**config.mk**
```make
export PLATFORM = sky130hd
export DESIGN_NAME = jk_cmd_sequencer
export DESIGN_NICKNAME = d
export VERILOG_FILES = /design/src/rtl/jk_cmd_sequencer.sv
export SDC_FILE = /design/constraint.sdc
export NUM_CORES = 1
export LEC_CHECK = 0
export ABC_AREA = 0
export BUFFER_PORTS_ARGS = -buffer_cell sky130_fd_sc_hd__buf_4
export CAP_MARGIN = 5
export CORE_MARGIN = 4
export CORE_UTILIZATION = 49
export DETAILED_ROUTE_END_ITERATION = 10
export GPL_ROUTABILITY_DRIVEN = 0
export PLACE_DENSITY = 0.73
export SYNTH_ARGS = -nofsm -noshare
export SYNTH_HDL_FRONTEND = slang
export SYNTH_SLANG_ARGS = --single-unit
```
**constraint.sdc**
```tcl
create_clock -name clk -period 1.8 [get_ports clk]
set_input_delay 0.18 -clock clk [delete_from_list [all_inputs] [get_ports clk]]
set_output_delay 0.18 -clock clk [all_outputs]
set_load 0.01 [all_outputs]
```
**src/rtl/jk_cmd_sequencer.sv**
```systemverilog
// rtl/jk_cmd_sequencer.sv - JK command FIFO and sequencer with setup/strobe timing and q_fb checking
// Queued 2-bit JK commands are applied as j/k, held for SETUP_CYCLES, strobed once, then q_fb is checked.
module jk_cmd_sequencer #(
  parameter int DEPTH        = 4,
  parameter int SETUP_CYCLES = 2
) (
  input  logic                     clk,
  input  logic                     rst,
  input  logic                     cmd_valid,
  input  logic [1:0]               cmd,
  output logic                     cmd_ready,
  input  logic                     clr_err,
  input  logic                     q_fb,
  output logic                     j,
  output logic                     k,
  output logic                     en,
  output logic                     busy,
  output logic                     err,
  output logic [$clog2(DEPTH):0]   level
);

  localparam int PW = $clog2(DEPTH);
  localparam int LW = PW + 1;
  localparam int CW = ($clog2(SETUP_CYCLES) > 0) ? $clog2(SETUP_CYCLES) : 1;
  localparam logic [LW-1:0] DEPTH_L = LW'(DEPTH);

  typedef enum logic [1:0] {IDLE, SETUP, STROBE, CHECK} state_t;

  state_t          state_q, state_d;
  logic [1:0]      mem_q [DEPTH];
  logic [1:0]      mem_d [DEPTH];
  logic [PW-1:0]   wr_ptr_q, wr_ptr_d;
  logic [PW-1:0]   rd_ptr_q, rd_ptr_d;
  logic [LW-1:0]   level_q, level_d;
  logic [CW-1:0]   cnt_q, cnt_d;
  logic            j_q, j_d;
  logic            k_q, k_d;
  logic            en_q, en_d;
  logic            err_q, err_d;
  logic            exp_q, exp_d;
  logic            push;
  logic            pop;

  assign cmd_ready = (level_q < DEPTH_L);
  assign busy      = (state_q != IDLE) || (level_q != '0);
  assign level     = level_q;
  assign j         = j_q;
  assign k         = k_q;
  assign en        = en_q;
  assign err       = err_q;

  always_comb begin
    state_d  = state_q;
    mem_d    = mem_q;
    wr_ptr_d = wr_ptr_q;
    rd_ptr_d = rd_ptr_q;
    level_d  = level_q;
    cnt_d    = cnt_q;
    j_d      = j_q;
    k_d      = k_q;
    en_d     = 1'b0;
    exp_d    = exp_q;
    err_d    = clr_err ? 1'b0 : err_q;
    pop      = 1'b0;
    push     = cmd_valid && cmd_ready;

    if (push) begin
      mem_d[wr_ptr_q] = cmd;
      wr_ptr_d        = wr_ptr_q + PW'(1);
    end

    case (state_q)
      IDLE: begin
        if (level_q != '0) begin
          pop     = 1'b1;
          j_d     = mem_q[rd_ptr_q][1];
          k_d     = mem_q[rd_ptr_q][0];
          cnt_d   = CW'(SETUP_CYCLES - 1);
          state_d = SETUP;
        end
      end
      SETUP: begin
        // en is registered, so it is raised on the edge that enters STROBE
        if (cnt_q == '0) begin
          en_d    = 1'b1;
          state_d = STROBE;
        end else begin
          cnt_d = cnt_q - CW'(1);
        end
      end
      STROBE: begin
        case ({j_q, k_q})
          2'b01:   exp_d = 1'b0;
          2'b10:   exp_d = 1'b1;
          2'b11:   exp_d = ~exp_q;
          default: exp_d = exp_q;
        endcase
        state_d = CHECK;
      end
      CHECK: begin
        // a mismatch overrides a simultaneous clr_err
        if (q_fb != exp_q) err_d = 1'b1;
        state_d = IDLE;
      end
      default: state_d = IDLE;
    endcase

    if (pop) rd_ptr_d = rd_ptr_q + PW'(1);

    case ({push, pop})
      2'b10:   level_d = level_q + LW'(1);
      2'b01:   level_d = level_q - LW'(1);
      default: level_d = level_q;
    endcase
  end

  always_ff @(posedge clk or posedge rst) begin
    if (rst) begin
      state_q  <= IDLE;
      for (int i = 0; i < DEPTH; i++) mem_q[i] <= 2'b00;
      wr_ptr_q <= '0;
      rd_ptr_q <= '0;
      level_q  <= '0;
      cnt_q    <= '0;
      j_q      <= 1'b0;
      k_q      <= 1'b0;
      en_q     <= 1'b0;
      err_q    <= 1'b0;
      exp_q    <= 1'b0;
    end else begin
      state_q  <= state_d;
      for (int i = 0; i < DEPTH; i++) mem_q[i] <= mem_d[i];
      wr_ptr_q <= wr_ptr_d;
      rd_ptr_q <= rd_ptr_d;
      level_q  <= level_d;
      cnt_q    <= cnt_d;
      j_q      <= j_d;
      k_q      <= k_d;
      en_q     <= en_d;
      err_q    <= err_d;
      exp_q    <= exp_d;
    end
  end

endmodule

```
* After elaboration in Yosys (flattened, before gate mapping) *
Index checks and enable logic that the tools add are counted.

cells by class
  add/subtract/negate cells = 5
  reduce and logical (&&, ||, !) cells = 13
  bitwise operators = 3
  equal/unequal tests = 11
  multiplexer cells = 21
  order comparisons = 4

operator list
  kind                 number
  $eq 2x2->1 const B   5
  $mux 2               5
  $mux 1               9
  $bwmux 8             1
  $pmux 2 s4           1
  $reduce_and 2->1     4
  $eq 2x1->1 const B   3
  $ge 3x3->1 const B   2
  $not 2->3            2
  $pmux 3 s2           1
  $reduce_bool 2->1    3
  $reduce_bool 3->1    2
  $add 2x1->2 const B  2
  $bmux 2 s2           1
  $demux 2 s2          1
  $ne 2x2->1 const B   2
  $add 3x1->3 const B  1
  $lt 3x1->1 const B   1
  $lt 3x3->1 const B   1
  $pmux 1 s3           1
  $sub 3x1->3 const B  1
  $logic_and 1x1->1    2
  $logic_not 2->1      1
  $pmux 1 s2           1
  other kinds (4)      4

word-level totals
  logic and storage cells = 71
  bits of input ports = 7
  bits in registers = 23

* Longest topological paths before layout *
  depth in word-level cells = 6
  gate-level depth with buffers = 10

* Worst setup path after synthesis *
Ideal clock, no wire load.

  path type = reg2reg
  start = register state_q[0]
  end = register level_q[2], in the netlist level[2]
  data arrival time = 1.791 ns
  path slack = -0.071 ns
  stages on the path, launching flop included = 11
  cell sequence = dfrtp_1 inv_1 ha_1 o31ai_2 inv_2 ha_1 inv_1 fa_1 xor2_1 nor2_1 xnor2_1

between the ends
  longest elaborated chain between the ends = 4
  elaborated cells on any way between the ends = 6
  classes of those cells = eq/ne (2); mux (2); reduce/logical (2)

RTL lines
  item                                             line  text
  start: declaration                               29    state_t state_q, state_d;
  start signal: assignment                         131   state_q <= state_d;
  $logic_not 2->1 (*)                              72    case (state_q)
  $mux 1 (*)                                       72
  net pop                                          42    logic pop;
  $eq 2x1->1 or $eq 2x2->1 (tied branches)         110   case ({push, pop})
  $pmux 3 s2 or $reduce_bool 2->1 (tied branches)  -
  end signal: assignment                           135   level_q <= level_d;
  end: declaration                                 34    logic [LW-1:0] level_q, level_d;

Mark *: on every way through the listed nets, which the timed path passes. The rest lies on a longest branch.
A chain may end at the register's enable or synchronous reset.

* Worst setup path after layout *
  start = register state_q[1]
  end = output port busy

between the ends
  longest elaborated chain between the ends = 2

RTL lines
  item               line  text
  $reduce_bool 2->1  45    assign busy = (state_q != IDLE) || (level_q != '0);
  $logic_or 1x1->1   45
  end: declaration   17    output logic busy,

No other way between the ends.

==> summary.log <==
[min_path] endpoint of the worst hold path mem_q[2]
[timing] worst-margin pin slew 293 ps
[floorplan] core footprint 2210 um^2
[floorplan] std cell rows 17
[setup_path] startpoint kind of the worst setup timing path flop
[logic_synthesis] number of warning messages in the yosys log 0
[finish] share of the core filled with cells in the final layout 64.8%
[flow_run] Max Cap Violations 0
[outcome] outcome complete, no violations
[clock_tree] buffers from clock root to sink, at most 2
[logic_synthesis] cell area after synthesis 1130 um^2
[setup_path] worst reg2reg path endpoint level[2]
[timing] number of max-slew violations in the final report 0
[setup_path] Top Family by Delay on Critical Path simple AND/OR/NAND/NOR gates
[setup_path] Buffers & Inverters on Critical Path 2
[logic_synthesis] share of the synthesized area in compound gates (AO/OA/AOI/OAI) 3.87%
[logic_synthesis] Synth Instances 95
[setup_path] required time reported for the critical path endpoint 1620 ps
[power_and_ir_drop] total power divided by cell area 1770 nW/um^2
[clock_tree] Sink Count 23
[placed_design] number of input and output port buffers inserted 15
[clock_tree] Worst-path clk slew 140 ps
[clock_tree] Clk Tree Root Cell sky130_fd_sc_hd__clkbuf_4
[drt] Wirelength per Cell 12.0 um
[finish] count of inserted antenna diode cells 0
[setup_path] path depth of the worst reg2reg path 10
[setup_path] CP max stage delay 490 ps
[logic_synthesis] distinct cell type count after synthesis 21
[finish] Cell Count, Final, Fillers Out 152
[min_path] number of cells on the worst hold path 2
[drt] wirelength, routed 1820 um
[power_and_ir_drop] Pleak 0.685 nW
[timing] setup repair after global routing missed its margin true
[setup_path] nature of the critical path endpoint output pin
[logic_synthesis] fraction of the mapped netlist area in adder cells 12.8%
[grt] via count of the first global-routing pass 762
[setup_path] WP depth 4
[logic_synthesis] mux share of post-synthesis cell area 13.8%
[finish] highest-count cells in the layout ignoring fill and taps sky130_fd_sc_hd__dfrtp_1, sky130_fd_sc_hd__buf_4, sky130_fd_sc_hd__nand2_1
[logic_synthesis] largest family of logic cells by synthesized area multiplexers
[finish] area grow syn2layout 26.5%
[placed_design] # placed instances 144
[logic_synthesis] register bit count reported by yosys 23
[drt] final antenna-violating net count 0
[drt] number of DRC violations after detailed-routing iteration 0 10
[finish] net total in the final layout 143
[timing] headroom to the max-slew limit 80.5%
[placed_design] DP HPWL 1420 um
[timing] f_max 568 MHz
[clock_tree] clock insertion delay at the later pin of the skew report 310 ps
[min_path] hold path startpoint cmd[0]
[timing] post-route clock period utilization 97.9%
[clock_tree] TritonCTS buffer count 3
[floorplan] die span in x 56.1 um
[timing] hold violation total from the final report 0
[logic_synthesis] xor and xnor fraction of the mapped netlist area 5.41%
[setup_path] slowest CP cell sky130_fd_sc_hd__or4b_4
[grt] GR Util All Layers 13.2%
[drt] DRC errors left 0
[floorplan] vertical extent of the die 56.1 um
[setup_path] arrival time at the worst endpoint 1580 ps
[finish] fraction of final layout cells sized beyond drive strength 1 37.1%
[timing] Fin Clk Skew 10.9 ps
[floorplan] I/O pin total 16
[grt] initial antenna violation count 0
[drt] mean number of vias per cell 4.70
[clock_tree] CTS tree yes
[drt] overall via count from detail_route 714
[grt] GRT Residual Overflow 0
[timing] final worst path period need 1760 ps
[clock_tree] Clock H-tree levels 1
[setup_path] crit-path cells inv_2 -> ha_4 -> or4b_4 -> buf_6
[logic_synthesis] Post-Synthesis Net Count 113
[logic_synthesis] post-synthesis sequential area ratio 50.8%
[grt] largest net degree at the start of global routing 24
[setup_path] CP Class flop to output pin
[grt] global-route wire length before repair 3360 um
[setup_path] R2R Path Start state_q[1]
[drt] number of search-and-repair iterations in the first detailed-routing pass 4
[setup_path] flop-to-flop setup slack 60 ps
[floorplan] DIE AREA 3140 um^2
[timing] Final Setup Violations 0
[setup_path] maximum fanout encountered on the critical timing path 3
[floorplan] Initial Util 51.2%
[min_path] worst min path class input port to flop
[power_and_ir_drop] worst-case vdd ir drop 0.000944 V
[logic_synthesis] average cell area after synthesis 11.9 um^2
[logic_synthesis] simple-gate portion of the synthesized area 8.84%
[synthesized netlist by cell type]
cell type | instances | area [um^2]
sky130_fd_sc_hd__dfrtp_1 | 23 | 576
sky130_fd_sc_hd__mux2i_1 | 1 | 10.0
sky130_fd_sc_hd__nor2_1 | 3 | 11.3
sky130_fd_sc_hd__o21ai_0 | 3 | 15.0
sky130_fd_sc_hd__nor2b_1 | 2 | 12.5
sky130_fd_sc_hd__mux2_1 | 3 | 33.8
sky130_fd_sc_hd__or4b_4 | 1 | 13.8
sky130_fd_sc_hd__xor2_1 | 2 | 17.5
sky130_fd_sc_hd__a21oi_1 | 2 | 10.0
sky130_fd_sc_hd__a31oi_1 | 1 | 6.26
sky130_fd_sc_hd__ha_1 | 10 | 125
sky130_fd_sc_hd__inv_2 | 1 | 3.75
sky130_fd_sc_hd__o31ai_2 | 1 | 12.5
sky130_fd_sc_hd__xnor2_1 | 5 | 43.8
sky130_fd_sc_hd__inv_1 | 11 | 41.3
sky130_fd_sc_hd__nand2_2 | 1 | 6.26
sky130_fd_sc_hd__mux2_2 | 6 | 67.6
sky130_fd_sc_hd__buf_2 | 1 | 5.00
sky130_fd_sc_hd__mux4_2 | 2 | 45.0
sky130_fd_sc_hd__fa_1 | 1 | 20.0
sky130_fd_sc_hd__nand2_1 | 15 | 56.3
[area by class of cell]
class / count / area [um^2]
inverters: 12 / 45.0
repair buffers: 26 / 204
fillers: 187 / 779
well taps: 28 / 35.0
clock inverters: 1 / 7.51
flip-flops and latches: 23 / 576
multi-input cells: 59 / 543
clock buffers: 3 / 22.5
[power breakdown]
part / total, mW / leakage (nW) / switching [mW] / internal [mW]
clock network: 0.243 / 0.0139 / 0.159 / 0.0845
logic: 1.29 / 0.394 / 0.557 / 0.729
registers: 1.01 / 0.278 / 0.222 / 0.785
total: 2.54 / 0.685 / 0.937 / 1.60
[cells by family (layout without fill, tap and decap cells)]
family	after synthesis	count (layout)
fa+ha+maj	11	11
flops	23	23
simple gates	22	22
buf+inv	13	42
compound gates	7	7
xor+xnor	7	7
mux	12	12
[sequential cells by signal (all words and copies together) (netlist names)]
signal / flops
mem_q: 8
level: 3
rd_ptr_q: 2
state_q: 2
wr_ptr_q: 2
cnt_q: 1
en: 1
err: 1
exp_q: 1
j: 1
k: 1
[worst max path at each step]
stage                     startpoint  endpoint  slack, ps
after floorplan           state_q[0]  level[2]          3
after CTS                 state_q[1]  level[2]         10
after global placement    state_q[1]  level[2]         80
after detailed placement  state_q[1]  level[2]         20
final                     state_q[1]      busy         40
after global routing      state_q[1]      busy        -20
[through the flow]
| stage | area [um^2] | power (mW) | TNS, ps | worst slack [ps] | hold slack, ps |
|---|---|---|---|---|---|
| finish | 1430 | 2.54 | 0 | 38.1 | 102 |
| floorplan | 1170 | 1.83 | 0 | 2.59 | 182 |
| global placement | 1360 | 2.22 | 0 | 78.5 | 243 |
| global route | 1430 | 2.78 | -30.1 | -15.4 | 99.2 |
| detailed placement | 1360 | 2.28 | 0 | 17.1 | 247 |
| CTS | 1410 | 2.54 | 0 | 11.2 | 15.5 |
[routing by layer]
metal / track usage [%] / vias to the layer above / routed length (um)
met5: 0 / - / 0
met4: 3.05 / 0 / 0
met3: 3.25 / 0 / 64
met2: 21.5 / 8 / 890
met1: 17.6 / 341 / 870
li1: - / 365 / -
[worst reg2reg max path, stage by stage, from the launching register on]
cell	delay [ps]
sky130_fd_sc_hd__dfrtp_1	420
sky130_fd_sc_hd__inv_2	90
sky130_fd_sc_hd__ha_4	150
sky130_fd_sc_hd__o31ai_4	70
sky130_fd_sc_hd__inv_2	80
sky130_fd_sc_hd__ha_4	130
sky130_fd_sc_hd__inv_2	30
sky130_fd_sc_hd__fa_2	320
sky130_fd_sc_hd__xor2_1	140
sky130_fd_sc_hd__nor2_1	120
sky130_fd_sc_hd__xnor2_1	120
[timing repair]
| action | in CTS | in global routing |
|---|---|---|
| hold endpoints to repair | 23 | 1 |
| gates resized for setup | 0 | 3 |
| hold buffers | 1 | 1 |
| pin swaps | 1 | 3 |
| setup buffers | 1 | 1 |
| setup endpoints to repair | 1 | 2 |
Note: power is estimated with default switching activity, not from simulation.
